[src/rtl/inst_encode_loader_pkg.sv]
// Shared RV32I encoding constants, command format codes and loader FSM state encoding.
// The opcode constants are the same values the control decoder matches on.
package inst_encode_loader_pkg;

  localparam logic [6:0] OPC_RTYPE  = 7'b0110011;
  localparam logic [6:0] OPC_LOAD   = 7'b0000011;
  localparam logic [6:0] OPC_STORE  = 7'b0100011;
  localparam logic [6:0] OPC_BRANCH = 7'b1100011;

  localparam logic [2:0] F3_WORD = 3'b010;
  localparam logic [2:0] F3_BEQ  = 3'b000;

  typedef enum logic [1:0] {
    FMT_R   = 2'b00,
    FMT_LW  = 2'b01,
    FMT_SW  = 2'b10,
    FMT_BEQ = 2'b11
  } fmt_e;

  typedef enum logic [1:0] {
    ST_IDLE = 2'b00,
    ST_ENC  = 2'b01,
    ST_WR   = 2'b10,
    ST_DONE = 2'b11
  } state_e;

  typedef struct packed {
    fmt_e        fmt;
    logic [2:0]  funct3;
    logic        funct7b5;
    logic [4:0]  rd;
    logic [4:0]  rs1;
    logic [4:0]  rs2;
    logic [12:0] imm;
    logic        last;
  } cmd_t;

endpackage

[src/rtl/inst_encode_loader_field_pack.sv]
// Combinational packer: command format plus register/immediate fields -> 32-bit RV32I word.
// Fields that a format does not use never reach the output word.
module inst_field_pack
  import inst_encode_loader_pkg::*;
(
  input  fmt_e        fmt_i,
  input  logic [2:0]  funct3_i,
  input  logic        funct7b5_i,
  input  logic [4:0]  rd_i,
  input  logic [4:0]  rs1_i,
  input  logic [4:0]  rs2_i,
  input  logic [12:0] imm_i,
  output logic [31:0] word_o
);

  // Branch offsets are halfword-aligned, so imm bit 0 carries no information.
  logic unused_imm0;
  assign unused_imm0 = imm_i[0];

  always_comb begin
    word_o = 32'h0;
    unique case (fmt_i)
      FMT_R:   word_o = {1'b0, funct7b5_i, 5'b0, rs2_i, rs1_i, funct3_i, rd_i, OPC_RTYPE};
      FMT_LW:  word_o = {imm_i[11:0], rs1_i, F3_WORD, rd_i, OPC_LOAD};
      FMT_SW:  word_o = {imm_i[11:5], rs2_i, rs1_i, F3_WORD, imm_i[4:0], OPC_STORE};
      FMT_BEQ: word_o = {imm_i[12], imm_i[10:5], rs2_i, rs1_i, F3_BEQ,
                         imm_i[4:1], imm_i[11], OPC_BRANCH};
      default: word_o = 32'h0;
    endcase
  end

endmodule

[src/rtl/inst_encode_loader.sv]
// Program loader: accepts fielded commands, encodes each to an RV32I word and writes it
// to IMEM at consecutive word addresses, one command every three cycles.
module inst_encode_loader
  import inst_encode_loader_pkg::*;
#(
  parameter int unsigned ADDR_W    = 8,
  parameter int unsigned BASE_ADDR = 0
) (
  input  logic              Clk,
  input  logic              Rst,
  input  logic              CmdValid,
  output logic              CmdReady,
  input  logic [1:0]        CmdFmt,
  input  logic [2:0]        CmdFunct3,
  input  logic              CmdFunct7b5,
  input  logic [4:0]        CmdRd,
  input  logic [4:0]        CmdRs1,
  input  logic [4:0]        CmdRs2,
  input  logic [12:0]       CmdImm,
  input  logic              CmdLast,
  output logic              ImemWe,
  output logic [ADDR_W-1:0] ImemAddr,
  output logic [31:0]       ImemWdata,
  output logic              Busy,
  output logic              Done,
  output logic              Overflow,
  output logic [ADDR_W:0]   Count
);

  localparam logic [ADDR_W-1:0] ADDR_BASE = ADDR_W'(BASE_ADDR);
  localparam logic [ADDR_W-1:0] ADDR_MAX  = {ADDR_W{1'b1}};

  state_e              state_q, state_d;
  cmd_t                cmd_q;
  logic [31:0]         wdata_q;
  logic [ADDR_W-1:0]   addr_q;
  logic [ADDR_W:0]     count_q;
  logic                ovf_q;
  logic [31:0]         packed_word;
  logic                accept;
  logic                at_top;

  assign accept = CmdValid && (state_q == ST_IDLE);
  assign at_top = (addr_q == ADDR_MAX);

  inst_field_pack u_pack (
    .fmt_i      (cmd_q.fmt),
    .funct3_i   (cmd_q.funct3),
    .funct7b5_i (cmd_q.funct7b5),
    .rd_i       (cmd_q.rd),
    .rs1_i      (cmd_q.rs1),
    .rs2_i      (cmd_q.rs2),
    .imm_i      (cmd_q.imm),
    .word_o     (packed_word)
  );

  always_comb begin
    state_d = state_q;
    unique case (state_q)
      ST_IDLE: if (CmdValid) state_d = ST_ENC;
      ST_ENC:  state_d = ST_WR;
      // Stop at the last address rather than wrapping onto already-written words.
      ST_WR:   state_d = (cmd_q.last || at_top) ? ST_DONE : ST_IDLE;
      ST_DONE: state_d = ST_DONE;
      default: state_d = ST_IDLE;
    endcase
  end

  always_ff @(posedge Clk) begin
    if (Rst) begin
      state_q <= ST_IDLE;
      cmd_q   <= '0;
      wdata_q <= 32'h0;
      addr_q  <= ADDR_BASE;
      count_q <= '0;
      ovf_q   <= 1'b0;
    end else begin
      state_q <= state_d;
      if (accept) begin
        cmd_q <= '{fmt: fmt_e'(CmdFmt), funct3: CmdFunct3, funct7b5: CmdFunct7b5,
                   rd: CmdRd, rs1: CmdRs1, rs2: CmdRs2, imm: CmdImm, last: CmdLast};
      end
      if (state_q == ST_ENC) begin
        wdata_q <= packed_word;
      end
      if (state_q == ST_WR) begin
        addr_q  <= addr_q + ADDR_W'(1);
        count_q <= count_q + (ADDR_W+1)'(1);
        if (at_top && !cmd_q.last) begin
          ovf_q <= 1'b1;
        end
      end
    end
  end

  assign CmdReady  = (state_q == ST_IDLE);
  assign ImemWe    = (state_q == ST_WR);
  assign ImemAddr  = addr_q;
  assign ImemWdata = wdata_q;
  assign Busy      = (state_q != ST_IDLE);
  assign Done      = (state_q == ST_DONE);
  assign Overflow  = ovf_q;
  assign Count     = count_q;

endmodule
[config.mk]
export PLATFORM = sky130hd
export DESIGN_NAME = inst_encode_loader
export DESIGN_NICKNAME = d
export VERILOG_FILES = /design/src/rtl/inst_encode_loader_pkg.sv /design/src/rtl/inst_encode_loader_field_pack.sv /design/src/rtl/inst_encode_loader.sv
export SDC_FILE = /design/constraint.sdc
export NUM_CORES = 1
export LEC_CHECK = 0
export ABC_CLOCK_PERIOD_IN_PS = 1650
export BUFFER_PORTS_ARGS = -buffer_cell sky130_fd_sc_hd__buf_2
export CAP_MARGIN = 20
export CORE_MARGIN = 3
export CORE_UTILIZATION = 47
export CTS_CLUSTER_DIAMETER = 30
export DETAILED_ROUTE_END_ITERATION = 10
export GPL_TIMING_DRIVEN = 0
export PLACE_DENSITY_LB_ADDON = 0.25
export SLEW_MARGIN = 15
export SYNTH_ARGS = -nofsm -noshare
export SYNTH_HDL_FRONTEND = slang
export SYNTH_SLANG_ARGS = --single-unit
[constraint.sdc]
create_clock -name Clk -period 1.65 [get_ports Clk]
set_input_delay 0.2475 -clock Clk [delete_from_list [all_inputs] [get_ports Clk]]
set_output_delay 0.2475 -clock Clk [all_outputs]
set_load 0.005 [all_outputs]
==> results.cfg, run 1 <==
[place]
gp_congestion = 0.854
dp_hpwl_um = 6260
placed_area_sq_um = 3950
dp_slack_ns = -0.374
port_buffers = 88

[critical_path]
cp-end-kind = flip-flop
worst-setup-path-type = reg2reg
worstPathRequired_ns = 1.86
critPathLaunchType = flip-flop
regToRegSetupSlack_ns = 0.03
worst-endpoint-arrival_ns = 1.83
cp_max_fo = 5

[run]
maxCapViolCount = 0

[cts]
cts_tree = built
clock_latency_ns = 0.35
clock_sinks = 84
cts-root-buf = clkbuf_8
ctsHoldBuffers = 0
cts_buffers = 9
clock_path_buffers = 2
clk_pin_slew_ns = 0.08
htreeDepth = 3

[timing]
final.period_utilization_pct = 98.2
max_freq_mhz = 617
period_needed_ns = 1.62
timing_hold_violations_final = 0
worstMarginPinSlew_ns = 0.567
finClkSkew_ns = 0.00854
final.setup.tns_ns = 0
setup_viol_count_final = 0
slew-limit-headroom_pct = 62.2
drv_slew = 0
worst_slack_ns = 0.0304

[detailed_routing]
met3_length_um = 537
wl_per_cell_um = 14.4
routed-wl-met2_um = 4090
highest_layer = met4
dr_total_vias = 3171
met1_length_um = 3940
drc_errors = 0
drt_iter0_drc = 115
dr.pass1.iters = 4
vias_per_cell = 5.25
ant_nets = 0
wl_um = 8680

[synth]
synth_top_family_by_area = simple AND/OR/NAND/NOR gates
synth_edf_count = 0
postSynthCellCount = 402
ys_types = 43
yosysTopAreaCellShare_pct = 49.7
synth.area.mux_share_pct = 0.296
synthSimpleGateAreaFrac_pct = 23.6
yosysTopAreaCell = dfxtp_1
yosysWarnings = 0
synthesis.area_sq_um = 3380
synthAdderAreaFrac_pct = 2.59
synth_xor_area_share_pct = 1.04
postSynthAreaPerCell_sq_um = 8.42
ys.flop_type = dfxtp_1
async_reset_ff_share_pct = 0
ys_seq_elements = 84
synth_compound_area_share_pct = 17.2
synth.top_cells.by_area = dfxtp_1, nand2_1, a21oi_1
synth-seq-area-share_pct = 49.7

[final_layout]
area_delta_synth_final_pct = 26.0
utilization_pct = 62.0
final_nets = 548
n_antenna_cell = 0
finalInstanceArea_sq_um = 4260
drive_gt1_share_pct = 28.5
final_common_cell = nand2_1
final_cell_mix = nand2_1, buf_2, dfxtp_1, a21oi_1, nor2_1

[grt]
grt_overflow = 0
grt_pass1_wl_um = 13800
antenna_found_initial = 0
grt_pass1_vias = 2856
grt_usage_pct = 20.7
grt_max_degree = 14

[floorplanning]
die_h_um = 90.8
initial_core_util_pct = 49.3
core-area_sq_um = 6870
num_rows = 30
die_area_sq_um = 8250
die_w_um = 90.8
ios = 92

[pwr]
powerDensity_nw_per_um2 = 971
peakVddDrop_uv = 494
power_mw = 4.14
leakage_nw = 1.86

[hold_path]
hold_class = in2reg

[run_status]
status = finished, final reports clean
[power breakdown]
group          total [mW]  switching (mW)  internal [mW]  leakage [nW]
clock network        1.48           0.705          0.778         0.102
registers            2.18          0.0611           2.11         0.686
logic               0.477           0.276          0.201          1.07
total                4.14            1.04           3.09          1.86
[stage by stage]
step	cells	hold WS, ns
finish	604	0.127
global route	604	0.130
CTS	602	0.118
detailed placement	587	0.445
global placement	587	0.440
floorplan	403	0.383
[synth_stat cells, types with 2 or more instances]
master,count
a21oi_1,58
nor2b_1,2
nor2_1,26
inv_1,9
nand2b_1,2
clkbuf_1,15
buf_2,9
or3_1,4
a211oi_1,4
nand4b_4,2
ha_1,7
o31ai_1,8
nor3_1,11
nand3_1,8
a221oi_1,9
xnor2_1,4
buf_4,4
dfxtp_1,84
nand2_1,97
a32oi_1,5
nand3b_1,2
o21ai_0,4
or4_1,8
[sequential cells by signal (all words and copies together), names as in the netlist]
register,flops
ImemAddr,8
cmd_q,35
Count,9
state_q,2
ImemWdata,29
Overflow,1
[kinds of logic (layout without fill, tap and decap cells)]
group / after synthesis / count (layout)
and+or+nand+nor: 170 / 170
AOI/OAI and AO/OA: 95 / 95
DFF: 84 / 84
buffers and inverters: 40 / 145
adders and majority gates: 7 / 7
xor gates and xnor gates: 4 / 4
other: 1 / 2
muxes: 1 / 1
[timing repair]
action | 4_1_cts | 5_1_grt
setup endpoints to repair | 17 | 32
cloned | 0 | 0
pin swaps | 0 | 6
setup buffers | 0 | 2
gates resized for setup | 13 | 18
[cell type report]
cell class	instances	area, sq um
flip-flops and latches	84	1690
inverters	10	42.5
clock buffers	12	155
clock inverters	4	47.5
multi-input cells	279	1600
plain buffers	29	159
well taps	96	120
repair buffers	90	455
fillers	670	2610
[final timing paths]
check / startpoint / endpoint / cells after the start
hold reg to reg: cmd_q[23] / ImemWdata[19] / 2
setup / recovery: cmd_q[33] / ImemWdata[20] / 5
setup reg to reg: cmd_q[33] / ImemWdata[20] / 5
hold / removal: CmdFmt[1] / cmd_q[34] / 3
[worst max-delay path: stages (launching register included)]
cell and delay, ns:
dfxtp_4 0.38, inv_1 0.07, ha_2 0.21, or3_4 0.44, a221oi_1 0.31, nor3_1 0.08
[metal layers]
metal / up-vias / global-route usage, %
met5: - / 0
met1: 1495 / 26.4
li1: 1586 / -
met4: 0 / 8.17
met2: 81 / 33.8
met3: 9 / 4.75
Note: power is estimated with default switching activity, not from simulation.
==> run 2: changes to the inputs <==
--- a/config.mk
+++ b/config.mk
@@ -9,7 +9,7 @@
 export BUFFER_PORTS_ARGS = -buffer_cell sky130_fd_sc_hd__buf_2
 export CAP_MARGIN = 20
 export CORE_MARGIN = 3
-export CORE_UTILIZATION = 47
+export CORE_UTILIZATION = 30
 export CTS_CLUSTER_DIAMETER = 30
 export DETAILED_ROUTE_END_ITERATION = 10
 export GPL_TIMING_DRIVEN = 0
==> run 2 against run 1 <==
Sequential share of layout area shrank 1.4 points. Power is 12% higher. Fmax shrank 0.50%. Largest power group unchanged. First-iteration DRC count up 32%. Highest routed layer unchanged. Core utilization decreased by 22 points. Combinational power increased by 4%. Non-clock buffer count down 1. Worst hold slack gained 0.020 ns. Sequential power hardly changed. Count of clock-buffer cells in the layout fell by 1. Critical path depth unchanged. Clock skew fell by 0.0027 ns.
==> results.cfg, run 2 (synthesized netlist as in run 1, its figures left out) <==
[critical_path]
worstPathRequired_ns = 1.85
worst-path-buf-inv = 1
max_stage_delay_ns = 0.43
cp_top_family = simple AND/OR/NAND/NOR gates
cp-startpoint = cmd_q[33]
cp-end-kind = flip-flop
critPathLaunchType = flip-flop
worst-endpoint-arrival_ns = 1.82
worst-setup-path-type = reg2reg
cp_max_fo = 5
worstPathCellList = inv_1 > ha_2 > or3_4 > a221oi_1 > nor3_1
r2r-start = cmd_q[33]
slowest_stage = or3_4

[cts]
clock_sinks = 84
cts_buffers = 9
clock_latency_ns = 0.33
clk_pin_slew_ns = 0.06
cts-root-buf = clkbuf_16
htreeDepth = 3
clock_path_buffers = 2
cts_tree = built

[floorplanning]
num_rows = 38
die_area_sq_um = 12600
ios = 92
core-area_sq_um = 10900
initial_core_util_pct = 30.9
die_h_um = 112
die_w_um = 112

[final_layout]
final-instance-count-excl-fill = 647
n_antenna_cell = 0
final_nets = 547
num-fill-cells = 1170
utilization_pct = 40.4
final_common_cell = nand2_1
drive_gt1_share_pct = 28.0
largest_reg_flops = 35
final_cell_mix = nand2_1, buf_2, dfxtp_1, a21oi_1, nor2_1
area_delta_synth_final_pct = 30.5
largest-register = cmd_q

[pwr]
powerDensity_nw_per_um2 = 1050
power_mw = 4.61
p_sw_share_pct = 24.4
p_seq_share_pct = 47.2
clock_power_share_pct = 42.1
p_switching_mw = 1.12
peakVddDrop_uv = 413
leakage_nw = 1.90
pwr-share-comb_pct = 10.7
p_int_mw = 3.49

[detailed_routing]
drc_errors = 0
wl_um = 9760
wl_per_cell_um = 15.1
ant_nets = 0
dr.pass1.iters = 6
drt_iter0_drc = 152
dr_total_vias = 3162
vias_per_cell = 4.89

[timing]
finClkSkew_ns = 0.00579
final.period_utilization_pct = 98.6
setup_viol_count_final = 0
worstMarginPinSlew_ns = 0.594
drv_slew = 0
slew-limit-headroom_pct = 60.4
rsz0062_at_grt = true
max_freq_mhz = 614
timing_hold_violations_final = 0
period_needed_ns = 1.63

[place]
dp_hpwl_um = 7100
gp_congestion = 0.782
place_inst = 631
port_buffers = 88

[hold_path]
min_from = CmdImm[7]
hold_class = in2reg

[grt]
grt_max_degree = 14
grt_usage_pct = 15.6
antenna_found_initial = 0
grt_overflow = 0
grt_pass1_wl_um = 15300
grt_pass1_vias = 3020

[run]
maxCapViolCount = 0

[run_status]
status = finished, final reports clean
==> run 2: metrics by stage <==
step	hold slack (ns)	setup TNS, ns	setup WS [ns]	area (sq um)
after CTS	0.137	-0.0357	-0.0189	4360
final	0.147	0	0.0223	4410
after detailed placement	0.447	-4.55	-0.441	4000
after global placement	0.443	-3.78	-0.381	4000
after floorplan	0.383	0	0.0293	3390
after global routing	0.140	-0.0813	-0.0212	4410
==> run 2: area by class of cell <==
class | instances | area [sq um] | share of cell area [%]
repair buffers | 89 | 460 | 10.4
clock inverters | 5 | 52.6 | 1.19
plain buffers | 29 | 163 | 3.68
flip-flops and latches | 84 | 1690 | 38.2
clock buffers | 11 | 233 | 5.27
inverters | 10 | 40.0 | 0.907
well taps | 140 | 175 | 3.97
multi-input cells | 279 | 1600 | 36.3
==> run 2: worst reg2reg max path: stages (launching register included) <==
cell and delay [ns]:
dfxtp_4 0.37, inv_1 0.07, ha_2 0.20, or3_4 0.43, a221oi_1 0.34, nor3_1 0.08
==> run 2: power groups by stage <==
| stage | logic, mW | registers, mW | clock network [mW] |
|---|---|---|---|
| floorplan | 0.273 | 2.21 | 0 |
| global placement | 0.448 | 2.22 | 0 |
| detailed placement | 0.453 | 2.22 | 0 |
| CTS | 0.477 | 2.18 | 2.00 |
| global route | 0.554 | 2.19 | 2.08 |
| finish | 0.495 | 2.18 | 1.94 |
==> run 2: path summary, 6_finish.rpt <==
path	endpoint	slack, ns	cells past startpoint
worst min-delay path	cmd_q[8]	0.15	3
worst max-delay path	ImemWdata[22]	0.02	5
worst min register to register	ImemWdata[15]	0.45	2
worst max register to register	ImemWdata[22]	0.02	5
==> run 2: timing repair <==
item | 4_1_cts | 5_1_grt
pin swaps | 1 | 5
hold buffers | 0 | 0
setup buffers | 0 | 1
resized for setup | 17 | 14
endpoints found under the setup margin | 17 | 36
==> run 2: metal layers <==
metal  vias up  part of all wire (%)  GRT usage [%]
met2        72                    49           26.0
met4         0                   1.2           5.53
met3         8                   4.4           3.40
met1      1491                    46           19.9
li1       1591                     -              -
met5         -                     0              0
==> run 3: changes to the inputs <==
--- a/config.mk
+++ b/config.mk
@@ -7,7 +7,7 @@
 export LEC_CHECK = 0
 export ABC_CLOCK_PERIOD_IN_PS = 1650
 export BUFFER_PORTS_ARGS = -buffer_cell sky130_fd_sc_hd__buf_2
-export CAP_MARGIN = 20
+export CAP_MARGIN = 25
 export CORE_MARGIN = 3
 export CORE_UTILIZATION = 30
 export CTS_CLUSTER_DIAMETER = 30
@@ -17,4 +17,5 @@
 export SLEW_MARGIN = 15
 export SYNTH_ARGS = -nofsm -noshare
 export SYNTH_HDL_FRONTEND = slang
+export SYNTH_HIERARCHICAL = 1
 export SYNTH_SLANG_ARGS = --single-unit
==> run 3 against run 2 <==
Final area increased by 5.0%. Clock power rose by 8%. Routed wire length up 1.9%. Core utilization fell by 0.28 points. Register-to-register slack improved by 0.05 ns. Die area increased by 6.3%. Sequential power is 3% higher. Synthesized cell count up 11%. Global-route usage shrank 0.37 points. Synthesized area up 6.7%. Cell count increased by 8.8%. Largest cell class unchanged.
==> results.cfg, run 3 <==
[synth]
async_reset_ff_share_pct = 0
ys.flop_type = dfxtp_1
ys_seq_elements = 87
synth-seq-area-share_pct = 48.3
synthTopCellsByCount = nand2_1, dfxtp_1, a21oi_1
postSynthAreaPerCell_sq_um = 8.05
yosysTopAreaCell = dfxtp_1
synth.top_cells.by_area = dfxtp_1, nand2_1, a21oi_1
yosysWarnings = 6
ys_types = 39
synth_edf_count = 0
postSynthCellCount = 448
synthesis.area_sq_um = 3610
synthMostInstantiatedCell = nand2_1
yosysTopAreaCellShare_pct = 48.3

[cts]
clock_path_buffers = 2
cts-root-buf = clkbuf_16
cts_buffers = 9
clk_pin_slew_ns = 0.06
clock_latency_ns = 0.34
clock_sinks = 87
cts_tree = built
htreeDepth = 3

[grt]
grt_max_degree = 14
grt_pass1_wl_um = 15800
antenna_found_initial = 0
grt_overflow = 0
grt_usage_pct = 15.2
grt_pass1_vias = 3107

[place]
placed_area_sq_um = 4250
gp_congestion = 0.794
port_buffers = 90
place_inst = 683
dp_hpwl_um = 7630

[critical_path]
critPathLaunchType = flip-flop
worst-endpoint-arrival_ns = 1.79
worstPathRequired_ns = 1.86
cp-end-kind = flip-flop
worst-setup-path-type = reg2reg
cp_max_fo = 10

[timing]
period_needed_ns = 1.58
setup_viol_count_final = 0
timing_hold_violations_final = 0
worstMarginPinSlew_ns = 0.688
final.setup.tns_ns = 0
slew-limit-headroom_pct = 54.1
final.period_utilization_pct = 95.7
max_freq_mhz = 633
drv_slew = 0
finClkSkew_ns = 0.00501

[detailed_routing]
drc_errors = 0
vias_per_cell = 4.69
dr_total_vias = 3299
drt_iter0_drc = 182
wl_um = 9940
wl_per_cell_um = 14.1
ant_nets = 0
dr.pass1.iters = 5

[final_layout]
area_delta_synth_final_pct = 28.5
largest-register = cmd_q
finalInstanceArea_sq_um = 4640
largest_reg_flops = 35
num-fill-cells = 1223
final_nets = 601
final_cell_mix = nand2_1, buf_2, dfxtp_1, a21oi_1, buf_4
n_antenna_cell = 0
final-instance-count-excl-fill = 704
final_common_cell = nand2_1
utilization_pct = 40.1
drive_gt1_share_pct = 27.5

[pwr]
p_seq_share_pct = 46.4
p_switching_mw = 1.15
clock_power_share_pct = 43.2
p_sw_share_pct = 23.7
pwr-share-comb_pct = 10.5
peakVddDrop_uv = 534
p_int_mw = 3.70
leakage_nw = 1.94
powerDensity_nw_per_um2 = 1050

[floorplanning]
ios = 92
core-area_sq_um = 11600
die_h_um = 116
initial_core_util_pct = 31.2
die_area_sq_um = 13400
die_w_um = 116
num_rows = 39

[run]
maxCapViolCount = 0

[hold_path]
hold_class = in2reg

[run_status]
status = finished, final reports clean
[run 3: changes by cell type after synthesis, moves of 7 or more]
cell | previous run | this run
a221oi_1 | 9 | 0
nor3_1 | 11 | 0
nor2_1 | 26 | 8
nand2_1 | 97 | 141
and2_1 | 1 | 8
a21oi_1 | 58 | 82
[run 3: timing repair]
action / 4_1_cts / 5_1_grt
setup buffers: 0 / 5
hold buffers: 0 / 0
pin swaps: 0 / 0
setup endpoints to repair: 15 / 59
gates resized for setup: 8 / 18
[run 3: final timing paths]
path,endpoint,slack [ns],startpoint,depth (start not counted)
setup / recovery,ImemWdata[21],0.07,cmd_q[34],8
setup reg to reg,ImemWdata[21],0.07,cmd_q[34],8
hold / removal,cmd_q[34],0.15,CmdFmt[1],3
hold reg to reg,ImemWdata[1],0.45,ImemWdata[1],2
[run 3: final cells by class]
cell class	count	area (sq um)	share of cell area, %
inverters	8	30.0	0.648
plain buffers	39	226	4.89
clock inverters	3	40.0	0.864
clock buffers	13	270	5.83
flip-flops and latches	87	1750	37.7
multi-input cells	316	1650	35.7
repair buffers	95	488	10.5
well taps	143	179	3.86
[run 3: worst max-delay path: stages (launching register included)]
cell and delay (ns):
dfxtp_4 0.37, buf_6 0.10, inv_1 0.04, ha_2 0.19, buf_6 0.14, or2_4 0.27
a22o_1 0.19, nand2_1 0.08, a21oi_1 0.06
[run 3: power by group through the flow]
stage	sequential, mW	combinational [mW]	clock, mW
2_1_floorplan	2.28	0.315	0
3_3_place_gp	2.29	0.483	0
3_5_place_dp	2.29	0.489	0
4_1_cts	2.25	0.500	2.13
5_1_grt	2.26	0.577	2.20
6_report	2.25	0.507	2.09
[run 3: through the flow]
| stage | hold slack [ns] | setup slack (ns) | power [mW] |
|---|---|---|---|
| floorplan | 0.383 | 0.0640 | 2.59 |
| global placement | 0.441 | -0.139 | 2.77 |
| detailed placement | 0.442 | -0.180 | 2.78 |
| CTS | 0.139 | 0.0229 | 4.88 |
| global route | 0.142 | -0.00591 | 5.04 |
| finish | 0.145 | 0.0705 | 4.85 |
[run 3: metal layers]
layer / GRT usage (%) / vias up / wire, um
met5: 0 / - / 0
met3: 3.29 / 15 / 464
met2: 24.1 / 68 / 4460
met1: 20.3 / 1517 / 4770
met4: 6.11 / 0 / 252
li1: - / 1699 / -
[run 3: logic make-up (layout without fill, tap and decap cells)]
logic type               Yosys count  after routing  share of synthesized area [%]
AND/OR/NAND/NOR                  187            187                           23.0
AO/OA/AOI/OAI                    107            107                           16.4
flip-flops                        87             87                           48.3
buffers and inverters             47            158                           6.59
adder cells (fa/ha/maj)            7              7                           2.43
multiplexers                       7              7                           2.12
XOR/XNOR                           4              4                          0.971
other                              2              4                          0.208
